==> src/rtl/snn_pkg.sv <==
// Shared defaults and decoder state encoding for the spiking-network output stage.
package snn_pkg;

    localparam int NCLS_DEFAULT    = 8;
    localparam int T_STEPS_DEFAULT = 16;
    localparam int CNT_W_DEFAULT   = 5;

    typedef enum logic [1:0] {
        ST_IDLE  = 2'd0,
        ST_ACCUM = 2'd1,
        ST_SCAN  = 2'd2,
        ST_DONE  = 2'd3
    } dec_state_e;

endpackage

==> src/rtl/spike_counter_bank.sv <==
// Bank of NCLS saturating per-class spike counters with a shared clear and one indexed read port.
module spike_counter_bank #(
    parameter int  NCLS  = 8,
    parameter int  CNT_W = 5,
    localparam int IDX_W = $clog2(NCLS)
) (
    input  logic             clk,
    input  logic             rst,
    input  logic             clr,
    input  logic [NCLS-1:0]  inc,
    input  logic [IDX_W-1:0] rd_idx,
    output logic [CNT_W-1:0] rd_cnt
);

    localparam logic [CNT_W-1:0] CNT_MAX = '1;

    logic [CNT_W-1:0] cnt_all [NCLS];

    generate
        for (genvar gi = 0; gi < NCLS; gi++) begin : g_cnt
            logic [CNT_W-1:0] cnt_q;
            logic [CNT_W-1:0] cnt_d;

            // Holding at the top value keeps a long window from wrapping to a small count.
            always_comb begin
                cnt_d = cnt_q;
                if (clr) begin
                    cnt_d = '0;
                end else if (inc[gi] && (cnt_q != CNT_MAX)) begin
                    cnt_d = cnt_q + CNT_W'(1);
                end
            end

            always_ff @(posedge clk) begin
                if (rst) begin
                    cnt_q <= '0;
                end else begin
                    cnt_q <= cnt_d;
                end
            end

            assign cnt_all[gi] = cnt_q;
        end
    endgenerate

    assign rd_cnt = cnt_all[rd_idx];

endmodule

==> src/rtl/spike_vote_decoder.sv <==
// Rate-coded output decoder: counts spikes per class over a window, then scans for the winner.
// Optional reward output against a latched target label when SNN_REWARD_EN is defined.
module spike_vote_decoder
    import snn_pkg::*;
#(
    parameter int  NCLS    = NCLS_DEFAULT,
    parameter int  T_STEPS = T_STEPS_DEFAULT,
    parameter int  CNT_W   = CNT_W_DEFAULT,
    localparam int IDX_W   = $clog2(NCLS)
) (
    input  logic             clk,
    input  logic             rst,
    input  logic             start,
    input  logic             spk_valid,
    input  logic [NCLS-1:0]  spk,
`ifdef SNN_REWARD_EN
    input  logic [IDX_W-1:0] label,
    output logic             reward_valid,
    output logic             reward,
`endif
    output logic             busy,
    output logic             pred_valid,
    output logic [IDX_W-1:0] pred_class,
    output logic [CNT_W-1:0] pred_count,
    output logic             pred_none
);

    generate
        if (T_STEPS < 1 || T_STEPS > (2 ** CNT_W) - 1) begin : g_bad_t_steps
            $error("spike_vote_decoder: T_STEPS must lie in 1..2^CNT_W-1");
        end
        if (NCLS < 2 || NCLS > 16) begin : g_bad_ncls
            $error("spike_vote_decoder: NCLS must lie in 2..16");
        end
    endgenerate

    localparam logic [CNT_W-1:0] LAST_STEP = CNT_W'(T_STEPS - 1);
    localparam logic [IDX_W-1:0] LAST_IDX  = IDX_W'(NCLS - 1);

    dec_state_e       state_q, state_d;
    logic [CNT_W-1:0] step_q, step_d;
    logic [IDX_W-1:0] scan_q, scan_d;
    logic [IDX_W-1:0] best_idx_q, best_idx_d;
    logic [CNT_W-1:0] best_cnt_q, best_cnt_d;
    logic [IDX_W-1:0] pred_class_q, pred_class_d;
    logic [CNT_W-1:0] pred_count_q, pred_count_d;
    logic             pred_none_q, pred_none_d;

    logic             bank_clr;
    logic [NCLS-1:0]  bank_inc;
    logic [CNT_W-1:0] rd_cnt;
    logic [IDX_W-1:0] cand_idx;
    logic [CNT_W-1:0] cand_cnt;

    spike_counter_bank #(
        .NCLS  (NCLS),
        .CNT_W (CNT_W)
    ) u_bank (
        .clk    (clk),
        .rst    (rst),
        .clr    (bank_clr),
        .inc    (bank_inc),
        .rd_idx (scan_q),
        .rd_cnt (rd_cnt)
    );

    // Strictly-greater replacement makes ties fall to the lowest index.
    always_comb begin
        cand_idx = best_idx_q;
        cand_cnt = best_cnt_q;
        if (rd_cnt > best_cnt_q) begin
            cand_idx = scan_q;
            cand_cnt = rd_cnt;
        end
    end

    always_comb begin
        state_d      = state_q;
        step_d       = step_q;
        scan_d       = scan_q;
        best_idx_d   = best_idx_q;
        best_cnt_d   = best_cnt_q;
        pred_class_d = pred_class_q;
        pred_count_d = pred_count_q;
        pred_none_d  = pred_none_q;
        bank_clr     = 1'b0;
        bank_inc     = '0;

        case (state_q)
            ST_IDLE: begin
                if (start) begin
                    bank_clr = 1'b1;
                    step_d   = '0;
                    state_d  = ST_ACCUM;
                end
            end
            ST_ACCUM: begin
                if (spk_valid) begin
                    bank_inc = spk;
                    step_d   = step_q + CNT_W'(1);
                    if (step_q == LAST_STEP) begin
                        scan_d     = '0;
                        best_idx_d = '0;
                        best_cnt_d = '0;
                        state_d    = ST_SCAN;
                    end
                end
            end
            ST_SCAN: begin
                best_idx_d = cand_idx;
                best_cnt_d = cand_cnt;
                scan_d     = scan_q + IDX_W'(1);
                // Result registers load here so they are already valid in the DONE cycle.
                if (scan_q == LAST_IDX) begin
                    pred_class_d = cand_idx;
                    pred_count_d = cand_cnt;
                    pred_none_d  = (cand_cnt == '0);
                    state_d      = ST_DONE;
                end
            end
            ST_DONE: begin
                state_d = ST_IDLE;
            end
            default: begin
                state_d = ST_IDLE;
            end
        endcase
    end

    always_ff @(posedge clk) begin
        if (rst) begin
            state_q      <= ST_IDLE;
            step_q       <= '0;
            scan_q       <= '0;
            best_idx_q   <= '0;
            best_cnt_q   <= '0;
            pred_class_q <= '0;
            pred_count_q <= '0;
            pred_none_q  <= 1'b0;
        end else begin
            state_q      <= state_d;
            step_q       <= step_d;
            scan_q       <= scan_d;
            best_idx_q   <= best_idx_d;
            best_cnt_q   <= best_cnt_d;
            pred_class_q <= pred_class_d;
            pred_count_q <= pred_count_d;
            pred_none_q  <= pred_none_d;
        end
    end

    assign busy       = (state_q != ST_IDLE);
    assign pred_valid = (state_q == ST_DONE);
    assign pred_class = pred_class_q;
    assign pred_count = pred_count_q;
    assign pred_none  = pred_none_q;

`ifdef SNN_REWARD_EN
    logic [IDX_W-1:0] label_q, label_d;

    always_comb begin
        label_d = label_q;
        if ((state_q == ST_IDLE) && start) begin
            label_d = label;
        end
    end

    always_ff @(posedge clk) begin
        if (rst) begin
            label_q <= '0;
        end else begin
            label_q <= label_d;
        end
    end

    assign reward_valid = (state_q == ST_DONE);
    assign reward       = reward_valid && (pred_class_q == label_q) && !pred_none_q;
`endif

endmodule

==> config.mk <==
export PLATFORM = sky130hd
export DESIGN_NAME = spike_vote_decoder
export DESIGN_NICKNAME = d
export VERILOG_FILES = /design/src/rtl/snn_pkg.sv /design/src/rtl/spike_counter_bank.sv /design/src/rtl/spike_vote_decoder.sv
export SDC_FILE = /design/constraint.sdc
export NUM_CORES = 1
export LEC_CHECK = 0
export CAP_MARGIN = 20
export CORE_UTILIZATION = 54
export CTS_CLUSTER_SIZE = 24
export DETAILED_ROUTE_END_ITERATION = 8
export PLACE_DENSITY = 0.77
export SYNTH_ARGS = -nofsm -noshare
export SYNTH_HDL_FRONTEND = slang
export SYNTH_HIERARCHICAL = 1
export SYNTH_SLANG_ARGS = --single-unit
==> constraint.sdc <==
create_clock -name clk -period 2.6 [get_ports clk]
set_input_delay 0.52 -clock clk [delete_from_list [all_inputs] [get_ports clk]]
set_output_delay 0.52 -clock clk [all_outputs]
set_load 0.1 [all_outputs]
==> results.ini, run 1 <==
[status]
outcome=finished with violations
violations=DRC

[min_path]
hp-class=flip-flop to flip-flop
hold_path_startpoint=best_cnt_q[4]

[clock_network]
cts_tree=built
clk_pin_slew_worst_paths_ps=70
cts_buffer_depth=2
numCtsBuffers=9
cts_root_buf=clkbuf_8
hold_buffers=0
clk-insertion-delay-late_ps=350
htreeDepth=3
clkSinkCount=67

[global_route]
grt_pass1_wl_mm=13.9
grt_max_degree=40
first_global_vias=3006
grtUsageTotal_pct=24.8
met2_usage_pct=42.3
gr-total-overflow=0
antenna_found_initial=0
grt_use_met3_pct=4.82
busiest_layer=met2
gr-usage-met1_pct=29.9

[layout]
final_area_um2=4480
syn2layout_area_growth_pct=22.1
antenna_cells=0
final_common_cell=dfxtp_1
final_cell_mix=dfxtp_1, nand2_1, a21oi_1
drive_gt1_share_pct=21.2
layout.nets=494
fin_util_pct=69.4

[setup_path]
reg2reg_setup_slack_ps=5
start_kind=flip-flop
cp.required_ps=2840
crit_start=scan_q[2]
critical_path.max_fanout=7
arrival_ps=2840
worstReg2RegStart=scan_q[2]
crit_type=flip-flop to flip-flop
cp-end-kind=flip-flop

[sta]
hold_violations=0
fin_crit_ps=2600
tightest_slew_ps=728
min_period_over_period_pct=99.8
holdWs_ps=457
rsz0062_at_grt=yes
fin_skew_ps=12.4
relSlewSlack_pct=51.5
finalSetupViolCount=0
timing.fmax_ghz=0.385
maxSlewViolCount=0

[routing]
wl_mm=8.31
post-route-drc-count=3
via_per_inst=5.78
vias=3088
dr.pass1.iters=7
wire_per_inst_um=15.6
drtIter0Drc=104
postRouteAntennaNets=0

[die]
start_util_pct=56.8
rows=29
dieHeight_um=84.4
chipWidth_um=84.4
die_area_um2=7130
ios=23
coreArea_um2=6460

[logic_synthesis]
synth_compound_area_share_pct=13.3
synth_top_area_share_pct=36.5
ys_ff_latch=67
yosysSeqAreaShare_pct=36.5
synthFlopType=dfxtp_1
async_flop_share_pct=0
synthMuxAreaShare_pct=10.9
syn_area_um2=3670
syn_inst=404
ys_types=46
synth_top_family_by_area=simple AND/OR/NAND/NOR gates
syn_nets=446
yosys.area.top_type=dfxtp_1
synth_warnings=6
synth-simple-area-share_pct=21.7
synth-xor-area-share_pct=4.30
syn_area_per_cell_um2=9.08
synth_edf_count=0
synth_area_leaders=dfxtp_1, ha_1, mux4_1, a21oi_1, nand2_1
synth_adder_area_share_pct=10.2

[pwr]
p_per_area_nw_per_um2=610
worst_ir_drop_vdd_uv=343
total_power_mw=2.73
leakagePower_nw=1.82

[place]
dp_hpwl_mm=5.90
place_congestion=0.906
portBuffers=22
place_area_um2=4070

[job]
max-cap-violations=0

## flip-flops by register name, summed over array words and instances, names as in the netlist
register,flops
pred_none,1
pred_count,5
u_bank/g_cnt.cnt_q,40
step_q,5
state_q,2
best_cnt_q,5
scan_q,3
best_idx_q,3
pred_class,3
## cell families after synthesis
| kind of cell | count (synthesis) |
|---|---|
| AO/OA/AOI/OAI | 87 |
| XOR/XNOR | 18 |
| adder cells (fa/ha/maj) | 30 |
| buffers and inverters | 25 |
| flip-flops | 67 |
| multiplexers | 23 |
| AND/OR/NAND/NOR | 154 |
## area by class of cell
| type | count | area, µm² |
|---|---|---|
| clock buffers | 12 | 155 |
| inverters | 13 | 50.0 |
| flip-flops and latches | 67 | 1350 |
| multi-input cells | 312 | 2360 |
| well taps | 77 | 96.3 |
| fillers | 502 | 1980 |
| clock inverters | 4 | 72.6 |
| repair buffers | 49 | 403 |
## cell usage after synthesis, types with 2 or more instances
cell and count:
nor2b_1 8, and3_1 17, nand3b_1 8, buf_2 2, mux2i_1 8, nor3_1 4
xor2_1 10, mux4_1 10, nor2_1 33, a21oi_2 2, xnor2_1 8, or3_1 8
buf_6 2, nand4_1 3, ha_1 30, nand2_1 44, mux2_2 5, inv_1 11
o21ai_0 29, clkbuf_1 7, dfxtp_1 67, nand2b_1 9, nand3_1 11, a21oi_1 46
## routing by layer
layer	wire length, µm	share of wire, %	up-vias
met1	3640	44	1474
li1	-	-	1527
met4	216	2.6	0
met2	4160	50	68
met5	0	0	-
met3	288	3.5	19
## repair_timing
item / in CTS / in global routing
endpoints found under the setup margin: 15 / 17
pin swaps: 9 / 16
buffers inserted: 4 / 5
gates resized for setup: 18 / 22
## metrics by stage
stage | instances | setup WS [ps] | TNS [ps]
final | 534 | 4.62 | 0
after global routing | 534 | -69.4 | -554
after CTS | 529 | -31.8 | -43.9
after detailed placement | 509 | -105 | -875
after global placement | 509 | -71.4 | -71.4
after floorplan | 404 | 12.7 | 0
## where the power goes
group	internal, mW	switching [mW]
combinational	0.204	0.452
sequential	1.06	0.0368
clock	0.591	0.392
## critical path: stages (launching register included)
cell      delay (ps)
dfxtp_4          380
buf_6            120
mux4_2           500
mux2_4           310
ha_4             290
nand2b_4          60
a21oi_4          170
o22a_4           230
nand2_8           90
mux2i_2          170
a41o_1           180
## worst paths after layout
check	cells after the start	endpoint
max reg2reg	10	pred_none
min	2	best_cnt_q[4]
min reg2reg	2	best_cnt_q[4]
max	10	pred_none
Note: power is estimated with default switching activity, not from simulation.
==> run 2, diff against run 1 <==
- CORE_UTILIZATION: 54 -> 60
- PLACE_DENSITY: 0.77 -> 0.81
- clock period: 2.6 -> 3.1 ns (I/O delays scaled with it)
==> run 2 against run 1 <==
Against the previous run: the flow now finishes without violations; clock power fell by 16%; utilization increased by 0.83 points; critical path depth stayed put; final area fell by 7.2%; first-iteration DRC count increased by 21%; global-route usage grew 1.0 points; sequential share of layout area rose by 2.2 points; hold slack better by 1.6 ps; sequential cell count is the same; fmax fell by 11%; clock-buffer cell count shrank 2; largest cell class unchanged.
==> results.ini, run 2 (same netlist as run 1, synthesis figures left out) <==
[clock_network]
clk-insertion-delay-late_ps=360  ; was 350 ps
htreeDepth=3  ; unchanged
clk_pin_slew_worst_paths_ps=70  ; about the same
cts_buffer_depth=2  ; unchanged
cts.repair.resized=0  ; was 18
post_cts_buffers=0  ; was 4
hold_buffers=0  ; unchanged
clkSinkCount=67  ; unchanged
numCtsBuffers=9  ; unchanged
cts_tree=built  ; unchanged
cts_root_buf=clkbuf_8  ; unchanged

[setup_path]
arrival_ps=3220  ; was 2840 ps
crit_type=flip-flop to flip-flop  ; unchanged
reg2reg_depth=10  ; unchanged
start_kind=flip-flop  ; unchanged
cp-end-kind=flip-flop  ; unchanged
cp.required_ps=3400  ; was 2840 ps
critical_path.max_fanout=7  ; unchanged

[sta]
worst_slack_ps=174  ; was 4.62 ps
hold_violations=0  ; unchanged
setup_tns_ps=0  ; unchanged
relSlewSlack_pct=54.2  ; was 51.5%
min_period_over_period_pct=94.4  ; was 99.8%
timing.fmax_ghz=0.342  ; was 0.385 GHz
fin_skew_ps=14.0  ; was 12.4 ps
maxSlewViolCount=0  ; unchanged
rsz0062_at_grt=no  ; was yes
finalSetupViolCount=0  ; unchanged
tightest_slew_ps=688  ; was 728 ps
fin_crit_ps=2930  ; was 2600 ps

[place]
dp.cells=494  ; was 509
place_ws_ps=234  ; was -105 ps
portBuffers=22  ; unchanged
place_area_um2=3930  ; was 4070 µm²
dp_hpwl_mm=5.38  ; was 5.90 mm
place_congestion=0.825  ; was 0.906

[pwr]
p_per_area_nw_per_um2=546  ; was 610 nW/µm²
worst_ir_drop_vdd_uv=599  ; was 343 µV
leakagePower_nw=1.73  ; was 1.82 nW

[routing]
wire_per_inst_um=15.1  ; was 15.6 µm
drtIter0Drc=126  ; was 104
post-route-drc-count=0  ; was 3
postRouteAntennaNets=0  ; unchanged
dr.pass1.iters=5  ; was 7
wl_mm=7.71  ; was 8.31 mm
via_per_inst=5.85  ; was 5.78
vias=2981  ; was 3088

[global_route]
grt_pass1_wl_mm=12.5  ; was 13.9 mm
gr-total-overflow=0  ; unchanged
grtUsageTotal_pct=25.8  ; was 24.8%
first_global_vias=2748  ; was 3006
antenna_found_initial=0  ; unchanged
grt_max_degree=40  ; unchanged

[die]
coreArea_um2=5920  ; was 6460 µm²
start_util_pct=62.0  ; was 56.8%
die_area_um2=6430  ; was 7130 µm²
chipWidth_um=80.2  ; was 84.4 µm
dieHeight_um=80.2  ; was 84.4 µm
rows=28  ; was 29
ios=23  ; unchanged

[layout]
syn2layout_area_growth_pct=13.3  ; was 22.1%
antenna_cells=0  ; unchanged
final_cell_mix=dfxtp_1, a21oi_1, nand2_1  ; was dfxtp_1, nand2_1, a21oi_1
layout.filler_cells=473  ; was 502
drive_gt1_share_pct=11.0  ; was 21.2%
final_area_um2=4160  ; was 4480 µm²
stdcell_count=510  ; was 534
layout.nets=472  ; was 494
regMostFlops=u_bank/g_cnt.cnt_q  ; unchanged
largest_reg_flops=40  ; unchanged
final_common_cell=dfxtp_1  ; unchanged

[min_path]
hp-class=flip-flop to flip-flop  ; unchanged
hold_depth=2  ; unchanged

[status]
outcome=finished clean  ; was finished with violations

[job]
max-cap-violations=0  ; unchanged

run 2: changes by cell type in the layout (fill, tap and decap cells not counted), sizes merged:
cell / previous run / this run
buf: 38 / 16
clkbuf: 12 / 10
clkinv: 2 / 4
clkinvlp: 1 / 0
inv: 12 / 13
run 2: area by class of cell:
cell class                 instances  area [µm²]  area share (%)
clock buffer                      10         138            3.31
clock inverter                     6        87.6            2.11
inverter                          13        48.8            1.17
multi-input combinational        312        2220            53.3
sequential                        67        1340            32.3
tap                               75        93.8            2.26
timing repair buffer              27         230            5.54
run 2: final timing paths:
| check | slack, ps | from | endpoint |
|---|---|---|---|
| max | 170 | scan_q[2] | pred_none |
| min reg2reg | 460 | best_cnt_q[4] | best_cnt_q[4] |
| min | 460 | best_cnt_q[4] | best_cnt_q[4] |
| max reg2reg | 170 | scan_q[2] | pred_none |
run 2: where the power goes:
group | internal, mW | switching, mW | total, mW
logic | 0.159 | 0.367 | 0.526
registers | 0.886 | 0.0291 | 0.915
clock network | 0.476 | 0.354 | 0.830
run 2: stage by stage:
| step | hold slack (ps) | utilization [%] | power [mW] |
|---|---|---|---|
| 6_report | 459 | 70.2 | 2.27 |
| 5_1_grt | 492 | 70.2 | 2.38 |
| 4_1_cts | 457 | 70.2 | 2.28 |
| 3_5_place_dp | 448 | 66.4 | 1.45 |
| 3_3_place_gp | 442 | 66.4 | 1.45 |
| 2_1_floorplan | 432 | - | 1.33 |
run 2: critical path: stages, from the launching register on:
cell,delay (ps)
dfxtp_1,330
buf_4,160
mux4_1,580
mux2_2,310
ha_1,300
o21ai_0,220
a21oi_2,80
o22a_4,250
nand2_4,130
mux2i_1,310
a41o_1,200
run 2: layer usage:
layer	vias up	track usage, %	routed length [µm]
met4	0	8.93	113
met5	-	0	0
met3	8	7.16	275
li1	1489	-	-
met1	1432	31.1	3490
met2	52	43.9	3830
==> run 3, diff against run 2 <==
- CAP_MARGIN: 20 -> 40
- HOLD_SLACK_MARGIN: default -> 0.05
- PLACE_DENSITY: 0.81 -> 0.92
==> run 3 against run 2 <==
Against the previous run: hold slack gained 29 ps; clock skew shrank 4.6 ps; final area shrank 0.63%; clock power shrank 8.6%; critical path type unchanged; critical endpoint is now best_cnt_q[2]; largest cell class unchanged; largest power group unchanged.
==> results.ini, run 3 (same netlist as run 1, synthesis figures left out) <==
[setup_path]
start_kind=flip-flop  ; unchanged
reg2reg_depth=9  ; was 10
cp-end-kind=flip-flop  ; unchanged
arrival_ps=3150  ; was 3220 ps
critical_path.max_fanout=10  ; was 7
cp.required_ps=3380  ; was 3400 ps
crit_type=flip-flop to flip-flop  ; unchanged

[routing]
wire_per_inst_um=15.8  ; was 15.1 µm
postRouteAntennaNets=0  ; unchanged
dr.pass1.iters=4  ; was 5
wl_mm=8.06  ; was 7.71 mm
vias=3067  ; was 2981
via_per_inst=6.03  ; was 5.85
post-route-drc-count=0  ; unchanged
drtIter0Drc=206  ; was 126

[die]
start_util_pct=62.0  ; unchanged
die_area_um2=6430  ; unchanged
dieHeight_um=80.2  ; unchanged
ios=23  ; unchanged
coreArea_um2=5920  ; unchanged
rows=28  ; unchanged
chipWidth_um=80.2  ; unchanged

[pwr]
worst_ir_drop_vdd_uv=373  ; was 599 µV
p_per_area_nw_per_um2=534  ; was 546 nW/µm²
total_power_mw=2.20  ; was 2.27 mW
leakagePower_nw=1.72  ; was 1.73 nW

[clock_network]
cts_buffer_depth=2  ; unchanged
numCtsBuffers=9  ; unchanged
clk-insertion-delay-late_ps=360  ; about the same
hold_buffers=0  ; unchanged
cts_tree=built  ; unchanged
post_cts_buffers=0  ; unchanged
clk_pin_slew_worst_paths_ps=70  ; about the same
htreeDepth=3  ; unchanged
clkSinkCount=67  ; unchanged
cts_root_buf=clkbuf_8  ; unchanged

[layout]
largest_reg_flops=40  ; unchanged
syn2layout_area_growth_pct=12.5  ; was 13.3%
final_cell_mix=dfxtp_1, a21oi_1, nand2_1  ; unchanged
final_common_cell=dfxtp_1  ; unchanged
antenna_cells=0  ; unchanged
fin_util_pct=69.8  ; was 70.2%
regMostFlops=u_bank/g_cnt.cnt_q  ; unchanged
drive_gt1_share_pct=11.1  ; was 11.0%
layout.nets=471  ; was 472

[sta]
finalSetupViolCount=0  ; unchanged
hold_violations=0  ; unchanged
fin_skew_ps=9.44  ; was 14.0 ps
maxSlewViolCount=0  ; unchanged
worst_slack_ps=233  ; was 174 ps
timing.fmax_ghz=0.349  ; was 0.342 GHz
holdWs_ps=488  ; was 459 ps
rsz0062_at_grt=no  ; unchanged
tightest_slew_ps=729  ; was 688 ps
relSlewSlack_pct=51.4  ; was 54.2%
min_period_over_period_pct=92.5  ; was 94.4%
fin_crit_ps=2870  ; was 2930 ps
setup_tns_ps=0  ; unchanged

[global_route]
first_global_vias=2853  ; was 2748
gr-total-overflow=0  ; unchanged
grtUsageTotal_pct=27.4  ; was 25.8%
grt_max_degree=40  ; unchanged
antenna_found_initial=0  ; unchanged
grt_pass1_wl_mm=13.2  ; was 12.5 mm

[place]
dp_hpwl_mm=5.68  ; was 5.38 mm
place_ws_ps=129  ; was 234 ps
place_congestion=0.879  ; was 0.825
portBuffers=22  ; unchanged

[min_path]
hp-class=flip-flop to flip-flop  ; unchanged
hold_depth=2  ; unchanged

[job]
max-cap-violations=0  ; unchanged

[status]
outcome=finished clean  ; unchanged

==> run 3: worst paths after layout <==
| kind | slack, ps | start | to |
|---|---|---|---|
| min reg2reg | 490 | best_cnt_q[4] | best_cnt_q[4] |
| max | 230 | scan_q[2] | best_cnt_q[2] |
| min | 490 | best_cnt_q[4] | best_cnt_q[4] |
| max reg2reg | 230 | scan_q[2] | best_cnt_q[2] |
==> run 3: metal layers <==
layer / routed length (µm) / up-vias / share of wire (%) / track usage [%]
met1: 3610 / 1479 / 45 / 33.2
met4: 240 / 0 / 3.0 / 15.2
met2: 3920 / 73 / 49 / 45.1
li1: - / 1493 / - / -
met5: 0 / - / 0 / 0
met3: 292 / 22 / 3.6 / 5.57
==> run 3: final cells by class <==
| cell class | count | area [µm²] |
|---|---|---|
| Sequential cell | 67 | 1340 |
| Timing Repair Buffer | 26 | 223 |
| Tap cell | 75 | 93.8 |
| Fill cell | 454 | 1790 |
| Inverter | 13 | 48.8 |
| Clock inverter | 4 | 48.8 |
| Clock buffer | 12 | 155 |
| Multi-Input combinational cell | 312 | 2220 |
==> run 3: metrics by stage <==
step                std cells  instance area, µm²
floorplan                 404                3670
global placement          493                3920
detailed placement        493                3920
CTS                       509                4130
global route              509                4130
finish                    509                4130
==> run 3: repair_timing <==
item                                   in CTS  in global routing
endpoints found under the hold margin       0                  0
gates resized for setup                     0                  2
setup endpoints to repair                   0                 14
==> run 3: critical path, stage by stage (launching register included) <==
cell	delay, ps
dfxtp_2	470
mux4_1	590
mux2_2	310
ha_1	300
o21ai_0	230
a21oi_2	80
o22a_4	250
a21oi_2	270
o21ai_0	120
a21oi_1	180
==> run 3: where the power goes <==
group / internal (mW) / total [mW] / switching (mW)
clock: 0.414 / 0.759 / 0.344
combinational: 0.157 / 0.529 / 0.372
sequential: 0.886 / 0.917 / 0.0306
